`src/rtl/serial_paralelo_rx_pkg.sv`:
```
`default_nettype none
// ============================================================================
//  Module      : serial_paralelo_rx_pkg
//  Description : Constants and types shared by the Phy serial blocks
//                (RX serial-to-parallel and TX parallel-to-serial).
//  Revision    : 1.0 - initial release
// ============================================================================
package serial_paralelo_rx_pkg;

  // Width of one deserialized character
  localparam int C_BYTE_W = 8;

  // Idle / alignment character; never delivered as valid data
  localparam logic [C_BYTE_W-1:0] C_COMMA = 8'hBC;

  // Receiver state encodings
  localparam logic [1:0] ST_SEARCH = 2'd0;
  localparam logic [1:0] ST_ALIGN  = 2'd1;
  localparam logic [1:0] ST_ACTIVE = 2'd2;

  // Registered output bundle of the receiver
  typedef struct packed {
    logic                active;
    logic                valid;
    logic [C_BYTE_W-1:0] data;
    logic                strobe;
  } rx_out_t;

  // Comma comparator shared by both directions of the Phy
  function automatic logic is_comma(input logic [C_BYTE_W-1:0] b,
                                    input logic [C_BYTE_W-1:0] c);
    return (b == c);
  endfunction

endpackage : serial_paralelo_rx_pkg
`default_nettype wire

```
`src/rtl/serial_paralelo_rx.sv`:
```
`default_nettype none
// ============================================================================
//  Module      : serial_paralelo_rx
//  Description : Receive-side serial-to-parallel converter. Finds byte
//                alignment from the comma character, declares the link
//                active after COMMA_COUNT consecutive aligned commas, then
//                presents every received byte once per 8 bit clocks with a
//                valid flag that is low for commas.
//  Revision    : 1.0 - initial release
// ============================================================================
module serial_paralelo_rx
  import serial_paralelo_rx_pkg::*;
#(
  parameter logic [C_BYTE_W-1:0] COMMA       = C_COMMA,
  parameter int                  COMMA_COUNT = 4
) (
  input  logic                clk_32f,
  input  logic                reset_L,
  input  logic                data_in,
  output logic                active,
  output logic                valid_out,
  output logic [C_BYTE_W-1:0] data_out,
  output logic                byte_strobe
);

  // Commas required for lock, held in the same width as the comma counter
  localparam logic [3:0] C_COMMA_TARGET = 4'(COMMA_COUNT);

  // --------------------------------------------------------------------------
  // Registers
  // --------------------------------------------------------------------------
  logic [1:0]          r_state;
  logic [C_BYTE_W-1:0] r_sr;
  logic [2:0]          r_bit_cnt;
  logic [3:0]          r_comma_cnt;
  rx_out_t             r_out;

  // --------------------------------------------------------------------------
  // Combinational next values
  // --------------------------------------------------------------------------
  logic [C_BYTE_W-1:0] w_nb;
  logic                w_nb_is_comma;
  logic                w_boundary;
  logic [1:0]          w_state_nxt;
  logic [2:0]          w_bit_cnt_nxt;
  logic [3:0]          w_comma_cnt_nxt;
  logic [3:0]          w_comma_cnt_inc;
  rx_out_t             w_out_nxt;

  // Candidate byte including the bit being sampled on this edge
  assign w_nb            = {r_sr[C_BYTE_W-2:0], data_in};
  assign w_nb_is_comma   = is_comma(w_nb, COMMA);
  // The 8th bit of an aligned byte arrives when the counter sits at 7
  assign w_boundary      = (r_bit_cnt == 3'd7);
  assign w_comma_cnt_inc = r_comma_cnt + 4'd1;

  // State, shift register, counters and output registers
  always_ff @(posedge clk_32f or negedge reset_L) begin
    if (!reset_L) begin
      r_state     <= ST_SEARCH;
      r_sr        <= '0;
      r_bit_cnt   <= 3'd0;
      r_comma_cnt <= 4'd0;
      r_out       <= '0;
    end else begin
      r_state     <= w_state_nxt;
      r_sr        <= w_nb;
      r_bit_cnt   <= w_bit_cnt_nxt;
      r_comma_cnt <= w_comma_cnt_nxt;
      r_out       <= w_out_nxt;
    end
  end

  // Next-state logic: comma hunt, lock confirmation, sticky data mode
  always_comb begin
    w_state_nxt     = r_state;
    w_comma_cnt_nxt = r_comma_cnt;
    w_bit_cnt_nxt   = r_bit_cnt + 3'd1;
    case (r_state)
      ST_SEARCH: begin
        // Counter is parked while hunting; a match defines the boundary
        w_bit_cnt_nxt = 3'd0;
        if (w_nb_is_comma) begin
          w_comma_cnt_nxt = 4'd1;
          if (C_COMMA_TARGET == 4'd1) begin
            w_state_nxt = ST_ACTIVE;
          end else begin
            w_state_nxt = ST_ALIGN;
          end
        end
      end
      ST_ALIGN: begin
        // Only byte boundaries are inspected while confirming alignment
        if (w_boundary) begin
          if (w_nb_is_comma) begin
            w_comma_cnt_nxt = w_comma_cnt_inc;
            if (w_comma_cnt_inc == C_COMMA_TARGET) begin
              w_state_nxt = ST_ACTIVE;
            end
          end else begin
            w_state_nxt     = ST_SEARCH;
            w_comma_cnt_nxt = 4'd0;
            w_bit_cnt_nxt   = 3'd0;
          end
        end
      end
      ST_ACTIVE: begin
        // Data mode is left only through reset
        w_state_nxt = ST_ACTIVE;
      end
      default: begin
        w_state_nxt     = ST_SEARCH;
        w_comma_cnt_nxt = 4'd0;
        w_bit_cnt_nxt   = 3'd0;
      end
    endcase
  end

  // Output logic: capture each aligned byte in data mode, pulse the strobe
  always_comb begin
    w_out_nxt        = r_out;
    w_out_nxt.strobe = 1'b0;
    // active rises on the very edge that completes the last lock comma
    w_out_nxt.active = (w_state_nxt == ST_ACTIVE);
    if ((r_state == ST_ACTIVE) && w_boundary) begin
      w_out_nxt.data   = w_nb;
      w_out_nxt.valid  = ~w_nb_is_comma;
      w_out_nxt.strobe = 1'b1;
    end
  end

  assign active      = r_out.active;
  assign valid_out   = r_out.valid;
  assign data_out    = r_out.data;
  assign byte_strobe = r_out.strobe;

endmodule : serial_paralelo_rx
`default_nettype wire

```
`config.mk`:
```
export PLATFORM = sky130hd
export DESIGN_NAME = serial_paralelo_rx
export DESIGN_NICKNAME = d
export VERILOG_FILES = /design/src/rtl/serial_paralelo_rx_pkg.sv /design/src/rtl/serial_paralelo_rx.sv
export SDC_FILE = /design/constraint.sdc
export NUM_CORES = 1
export LEC_CHECK = 0
export ABC_AREA = 1
export CAP_MARGIN = 10
export CELL_PAD_IN_SITES_DETAIL_PLACEMENT = 1
export CELL_PAD_IN_SITES_GLOBAL_PLACEMENT = 2
export CORE_MARGIN = 10
export CORE_UTILIZATION = 33
export CTS_CLUSTER_SIZE = 14
export DETAILED_ROUTE_END_ITERATION = 16
export PLACE_DENSITY_LB_ADDON = 0.1
export SLEW_MARGIN = 20
export SYNTH_ARGS = -nofsm -noshare
export SYNTH_HDL_FRONTEND = slang
export SYNTH_SLANG_ARGS = --single-unit
export TNS_END_PERCENT = 5
```
`constraint.sdc`:
```
create_clock -name clk_32f -period 1.73 [get_ports clk_32f]
set_input_delay 0.346 -clock clk_32f [delete_from_list [all_inputs] [get_ports clk_32f]]
set_output_delay 0.346 -clock clk_32f [all_outputs]
set_load 0.05 [all_outputs]
```
==> impl_metrics.tcl <==
set metrics [dict create \
    reg2reg_from "r_state[1]$_DFF_PN0_" \
    holdWs_ps 378.8 \
    r2r_end "r_comma_cnt[0]$_DFFE_PN0P_" \
    cp_data_required_time_ps 1980 \
    ys.flop_type "dfrtp_1" \
    synth.distinct_cells 15 \
    yosysSeqAreaShare_pct 57.82 \
    hp-class "input port to async pin" \
    drc 0 \
    overflow 0 \
    crit_chain "inv_1, ha_1, inv_1, nor2_1, nor2_1, inv_1, a21oi_4, o21ai_1, o21ai_0" \
    rsz0062_at_grt "no" \
    htreeDepth 1 \
    diodes 0 \
    dp.final_hpwl_um 1957 \
    root_buffer "clkbuf_4" \
    post-route-period-util_pct 91.59 \
    die_y_um 79.51 \
    fin_skew_ps 9.805 \
    setup_viol 0 \
    netlist_area_mm2 0.001169 \
    netlist_top_cells_area "dfrtp_1 58%, nand2_1 11%, ha_1 8.6%" \
    pwr-share-seq_pct 62.0 \
    grt_first_pass_wirelength_um 4326 \
    crit_path_top_delay_cell "dfrtp_1" \
    finalWirelength_um 2477 \
    post_cts_resized 0 \
    start_kind "flip-flop" \
    clk_pin_slew_ps 150 \
    leakage_nw 0.7436 \
    insertion_delay_ps 330 \
    tns_ps 0 \
    dr_total_vias 852 \
    syn_avg_cell_area_um2 9.424 \
    synthArstFlopShare_pct 100.0 \
    clockBufferDepth 2 \
    switching_share_pct 28.03 \
    vias_per_cell 4.532 \
    die_w_um 79.51 \
    power_density_mw_per_mm2 818.3 \
    p_int_w 0.0008039 \
    r2r_slack_ps 150 \
    post_cts_buffers 0 \
    status "finished clean" \
    cap_violations 0 \
    netlist_top_cells_count "34 x nand2_1, 27 x dfrtp_1, 17 x inv_1" \
    crit_top_cell "inv_1" \
    fmax_ghz 0.6311 \
    dp.cells 184 \
    tritoncts "built" \
    final_cells 188 \
    vdd_drop_max_mv 0.2354 \
    crit_arrival_ps 1830 \
    grt.total_usage_pct 8.737 \
    min_period_ps 1585 \
    io_buffers 13 \
    place_area_mm2 0.001339 \
    cts_num_sinks 27 \
    syn2layout_area_growth_pct 16.81 \
    wl_per_cell_um 13.18 \
    path_class "flip-flop to flip-flop" \
    critPathMaxStageDelay_ps 450 \
    grt_pass1_vias 895 \
    antenna_found_initial 0 \
    relSlewSlack_pct 76.63 \
    synth_top_area_share_pct 57.82 \
    final_area_mm2 0.001365 \
    firstDrtPassIters 4 \
    holdBufCountCts 0 \
    crit_path_end_kind "flip-flop" \
    numCtsBuffers 3 \
    fin_nets 154 \
    core_mm2 0.003390 \
    drv_slew 0 \
    hold_viol_final 0 \
    fillers 395 \
    fp.dieArea_mm2 0.006322 \
    gp_congestion 0.7188 \
    start_util_pct 34.48 \
    syn_inst 124 \
    tightest_slew_ps 350.6 \
    layout-drive-gt1-share_pct 12.68 \
    p_clk_share_pct 24.7 \
    ys_warn_count 0 \
    ios 14 \
    netSwitchingPower_w 0.0003131 \
    comb_power_share_pct 13.3 \
    drt_iter0_drc 38 \
    synth_fp_nets 135 \
    ys_ff_latch 27 \
    grt_max_degree 28 \
    synth_most_common_cell "nand2_1" \
    worstPathMaxFanout 8 \
    synth_largest_area_cell "dfrtp_1" \
    synth_edf_count 0 \
    reg2reg_depth 9 \
    row_count 21 \
    ant_nets 0 \
]
## cells in the final DEF, fill, tap and decap left out, types with 2 or more instances in the layout
| master | netlist | routed |
|---|---|---|
| clkbuf_4 | 0 | 3 |
| buf_4 | 0 | 13 |
| dfrtp_1 | 27 | 27 |
| inv_1 | 17 | 17 |
| o21ai_1 | 3 | 3 |
| nand3_1 | 5 | 5 |
| nand2_1 | 34 | 34 |
| o21ai_0 | 8 | 8 |
| ha_1 | 8 | 8 |
| a21oi_1 | 2 | 2 |
| nor2_1 | 14 | 14 |
| clkdlybuf4s50_1 | 0 | 2 |
## sequential cells by signal, summed over array words and instances, names as in the netlist
name,count
active,1
byte_strobe,1
data_out,8
r_bit_cnt,3
r_comma_cnt,4
r_sr,7
r_state,2
valid_out,1
## worst max-delay path by stage
stage | from | endpoint | slack (ps) | cells past startpoint
finish | r_state[1]$_DFF_PN0_ | r_comma_cnt[0]$_DFFE_PN0P_ | 150 | 9
global route | r_bit_cnt[0]$_DFF_PN0_ | r_comma_cnt[3]$_DFFE_PN0P_ | 30 | 8
CTS | r_state[1]$_DFF_PN0_ | r_comma_cnt[0]$_DFFE_PN0P_ | 130 | 9
detailed placement | data_in | r_comma_cnt[0]$_DFFE_PN0P_ | 60 | 8
global placement | data_in | active$_DFF_PN0_ | 100 | 9
floorplan | r_state[1]$_DFF_PN0_ | r_comma_cnt[1]$_DFFE_PN0P_ | 410 | 9
## logic make-up after synthesis
logic type | after synthesis | synth area share [%]
and+or+nand+nor | 54 | 18.41
DFF | 27 | 57.82
buffers and inverters | 18 | 5.888
AOI/OAI and AO/OA | 15 | 7.816
adders and majority gates | 8 | 8.566
xor gates and xnor gates | 2 | 1.499
## routing by layer
metal / global-route usage [%] / wire length, um
met5: 0 / 0
met4: 4.301 / 53
met3: 2.590 / 126
met2: 14.40 / 1233
met1: 10.05 / 1063
## worst max-delay path: cells and delay by family, from the launching register on
family,cells,cell delay (ps)
compound gates,3,400
fa+ha+maj,1,240
buf+inv,3,260
simple gates,2,160
flops,1,450
## power groups by stage
stage	Combinational [W]	Clock, W	Sequential (W)
global route	0.000169	0.000315	0.000701
CTS	0.000153	0.000288	0.000694
detailed placement	0.000153	0	0.000705
finish	0.000148	0.000276	0.000693
floorplan	0.000102	0	0.000695
global placement	0.000145	0	0.000706
## layout make-up
cell class	instances	area [um2]	area share, %
multi-input combinational	79	424.2	31.07
tap	46	57.56	4.216
clock buffer	4	26.28	1.925
inverter	17	63.81	4.675
timing repair buffer	15	117.6	8.616
sequential	27	675.6	49.50
## metrics by stage
step	total power (W)	setup slack (ps)	utilization, %
after CTS	0.001135	130.4	40.27
after global routing	0.001184	31.04	40.27
after global placement	0.0008508	102.6	39.50
after detailed placement	0.0008585	56.85	39.50
after floorplan	0.0007977	406.9	-
final	0.001117	145.4	40.27
(Power assumes the default switching activity.)
==> edit (config.mk and constraints unchanged) <==
`r_sr` no longer has a reset.
--- a/src/rtl/serial_paralelo_rx.sv
+++ b/src/rtl/serial_paralelo_rx.sv
@@ -58,17 +58,19 @@
   always_ff @(posedge clk_32f or negedge reset_L) begin
     if (!reset_L) begin
       r_state     <= ST_SEARCH;
-      r_sr        <= '0;
       r_bit_cnt   <= 3'd0;
       r_comma_cnt <= 4'd0;
       r_out       <= '0;
     end else begin
       r_state     <= w_state_nxt;
-      r_sr        <= w_nb;
       r_bit_cnt   <= w_bit_cnt_nxt;
       r_comma_cnt <= w_comma_cnt_nxt;
       r_out       <= w_out_nxt;
     end
+  end
+
+  always_ff @(posedge clk_32f) begin
+    r_sr <= w_nb;
   end
 
   // Next-state logic: comma hunt, lock confirmation, sticky data mode
Behaviour: same outputs for any inputs over 10 cycles, from zero or initial values and one cycle with reset_L low; that may be too few to reach the edited logic, so the function may still have changed.
==> edit against the unedited design <==
Final area rose by 1.0%. Power rose by 4.7%. Combinational power rose by 13%. Routed wire length fell by 1.0%. Sequential power barely moved. Critical endpoint is now r_state[1]. Via count rose by 1.2%. Final cell count rose by 1.6%. Synthesized cell count rose by 2.4%. Highest routed layer unchanged. Sequential cell count did not move. Worst hold slack got worse by 61 ps. Clock skew fell by 6.0 ps. Area after synthesis rose by 0.64%. Setup slack improved by 120 ps.
==> edit: results (changes against the unedited design) <==
Global routing
  • Met2 Track Usage GR: 14.6% (+0.24 points)
  • Tot GR Track Use: 8.60% (-0.13 points)
  • Grt met1 use: 9.40% (-0.65 points)
  • Grt met3 use: 2.03% (-0.56 points)
  • Largest net degree at the start of global routing: 21 (-25%)
  • Number of global-route vias before repair: 972 (+8.6%)
  • First-pass GRT wire length: 4.29 mm (-0.81%)

Detailed routing
  • Post-DR wirelength/cell: 12.8 um (-2.6%)
  • Antenna Violating Nets Remaining: 0 (unchanged)
  • Final Routed Wirelength: 2.45 mm (-1.0%)
  • Met1 wire length: 1.08 mm (+1.1%)
  • Vias after detailed routing: 862 (+1.2%)
  • DR iter-0 viols: 28 (-26%)
  • Metal3 WL: 68 um (-46%)
  • Met2 Routed Length: 1.25 mm (+1.3%)

Clock network
  • CTS Sinks: 27 (unchanged)

Critical path
  • CP delay by family, top: flip-flops
  • Crit path max fanout: 4 (-4)
  • Crit path DAT: 1730 ps (-100 ps)

Logic synthesis
  • Post-synth net total: 138 (+2.2%)
  • Synth cell count leaders: nand2_1 (45), dfrtp_1 (20), inv_1 (14), ha_1 (8)
  • Sequential element share of the synthesized area: 54.5% (-3.3 points)
  • Synth unique cells: 23 (+8)
  • Syn Area/Cell: 9.26 um2 (-1.7%)
  • Synth Area in XOR/XNOR: 0% (-1.5 points)
  • Compound-Gate Fraction of Synth Area: 6.17% (-1.6 points)
  • Post-synthesis async set-or-reset flop share: 74.1% (-26 points)
  • Adder-cell share of the synthesized area: 8.51% (-0.055 points)
  • Largest area contributor in the netlist: dfrtp_1
  • Synthesized cell area: 0.00118 mm2 (+0.64%)
  • Synth area leaders: dfrtp_1 (43%), nand2_1 (14%), dfxtp_1 (12%), ha_1 (8.5%), inv_1 (4.5%)

STA
  • Worst clock skew: 3.81 ps (-5.99 ps)
  • Tightest Pin Transition: 269 ps (-81.4 ps)

Place
  • Placed cells: 187 (+1.6%)
  • Dpl ws: -0.613 ps (-57.5 ps)
  • GPL Wtd Cong: 0.724 (+0.78%)
  • Placed inst area: 0.00135 mm2 (+0.65%)
  • DP HPWL: 1.84 mm (-5.7%)

Layout
  • Data buffer area share: 8.53% (-0.086 points)
  • Post-route cell area: 0.00138 mm2 (+1.0%)
  • Share of layout cells above drive strength 1: 20.0% (+7.3 points)
  • Clock Network Area Fraction: 2.27% (+0.34 points)
  • Fraction of area in registers: 46.5% (-3.0 points)
  • Final nets: 157 (+1.9%)
  • Multi-input combinational area share: 34.2% (+3.1 points)
  • Signal inverters: 16 (-1)
  • Clock buf count: 3 (-1)
  • Multi-In Gates: 83 (+5.1%)

Pwr
  • P_seq: 694 uW (about the same)
  • Clk network pwr share: 26.3% (+1.6 points)
  • Peak supply drop: 0.000377 V (+60%)
  • Leak: 0.000708 uW (-4.8%)
  • Psw: 356 uW (+14%)
  • Int Pwr: 813 uW (+1.1%)

Worst hold path
  • Min-Delay Path Class: in2async

Run status
  • Status: finished, final reports clean
## edit: cell count changes after synthesis, moves of 2 or more
cell | unedited run | this run
nand2_1 | 34 | 45
dfrtp_1 | 27 | 20
dfxtp_1 | 0 | 7
nor2_1 | 14 | 7
o21ai_0 | 8 | 3
inv_1 | 17 | 14
nand2_2 | 0 | 3
nand3_1 | 5 | 3
nand4_1 | 0 | 2
nor2_4 | 0 | 2
o21ai_1 | 3 | 1
o31ai_2 | 0 | 2
## edit: worst paths after layout
kind	start	to	slack, ps	depth (start not counted)
worst min register to register	r_sr[0]	r_sr[1]	370	0
worst max register to register	r_state[0]	r_state[1]	260	7
worst min-delay path	reset_L	r_comma_cnt[2]	320	2
max in group asynchronous	reset_L	data_out[0]	1200	2
worst max-delay path	r_state[0]	r_state[1]	260	7
min in group clk_32f	r_sr[0]	r_sr[1]	370	0
## edit: kinds of logic after synthesis
| kind of cell | Yosys count |
|---|---|
| simple gates | 65 |
| flops | 27 |
| buf+inv | 17 |
| compound gates | 10 |
| fa+ha+maj | 8 |
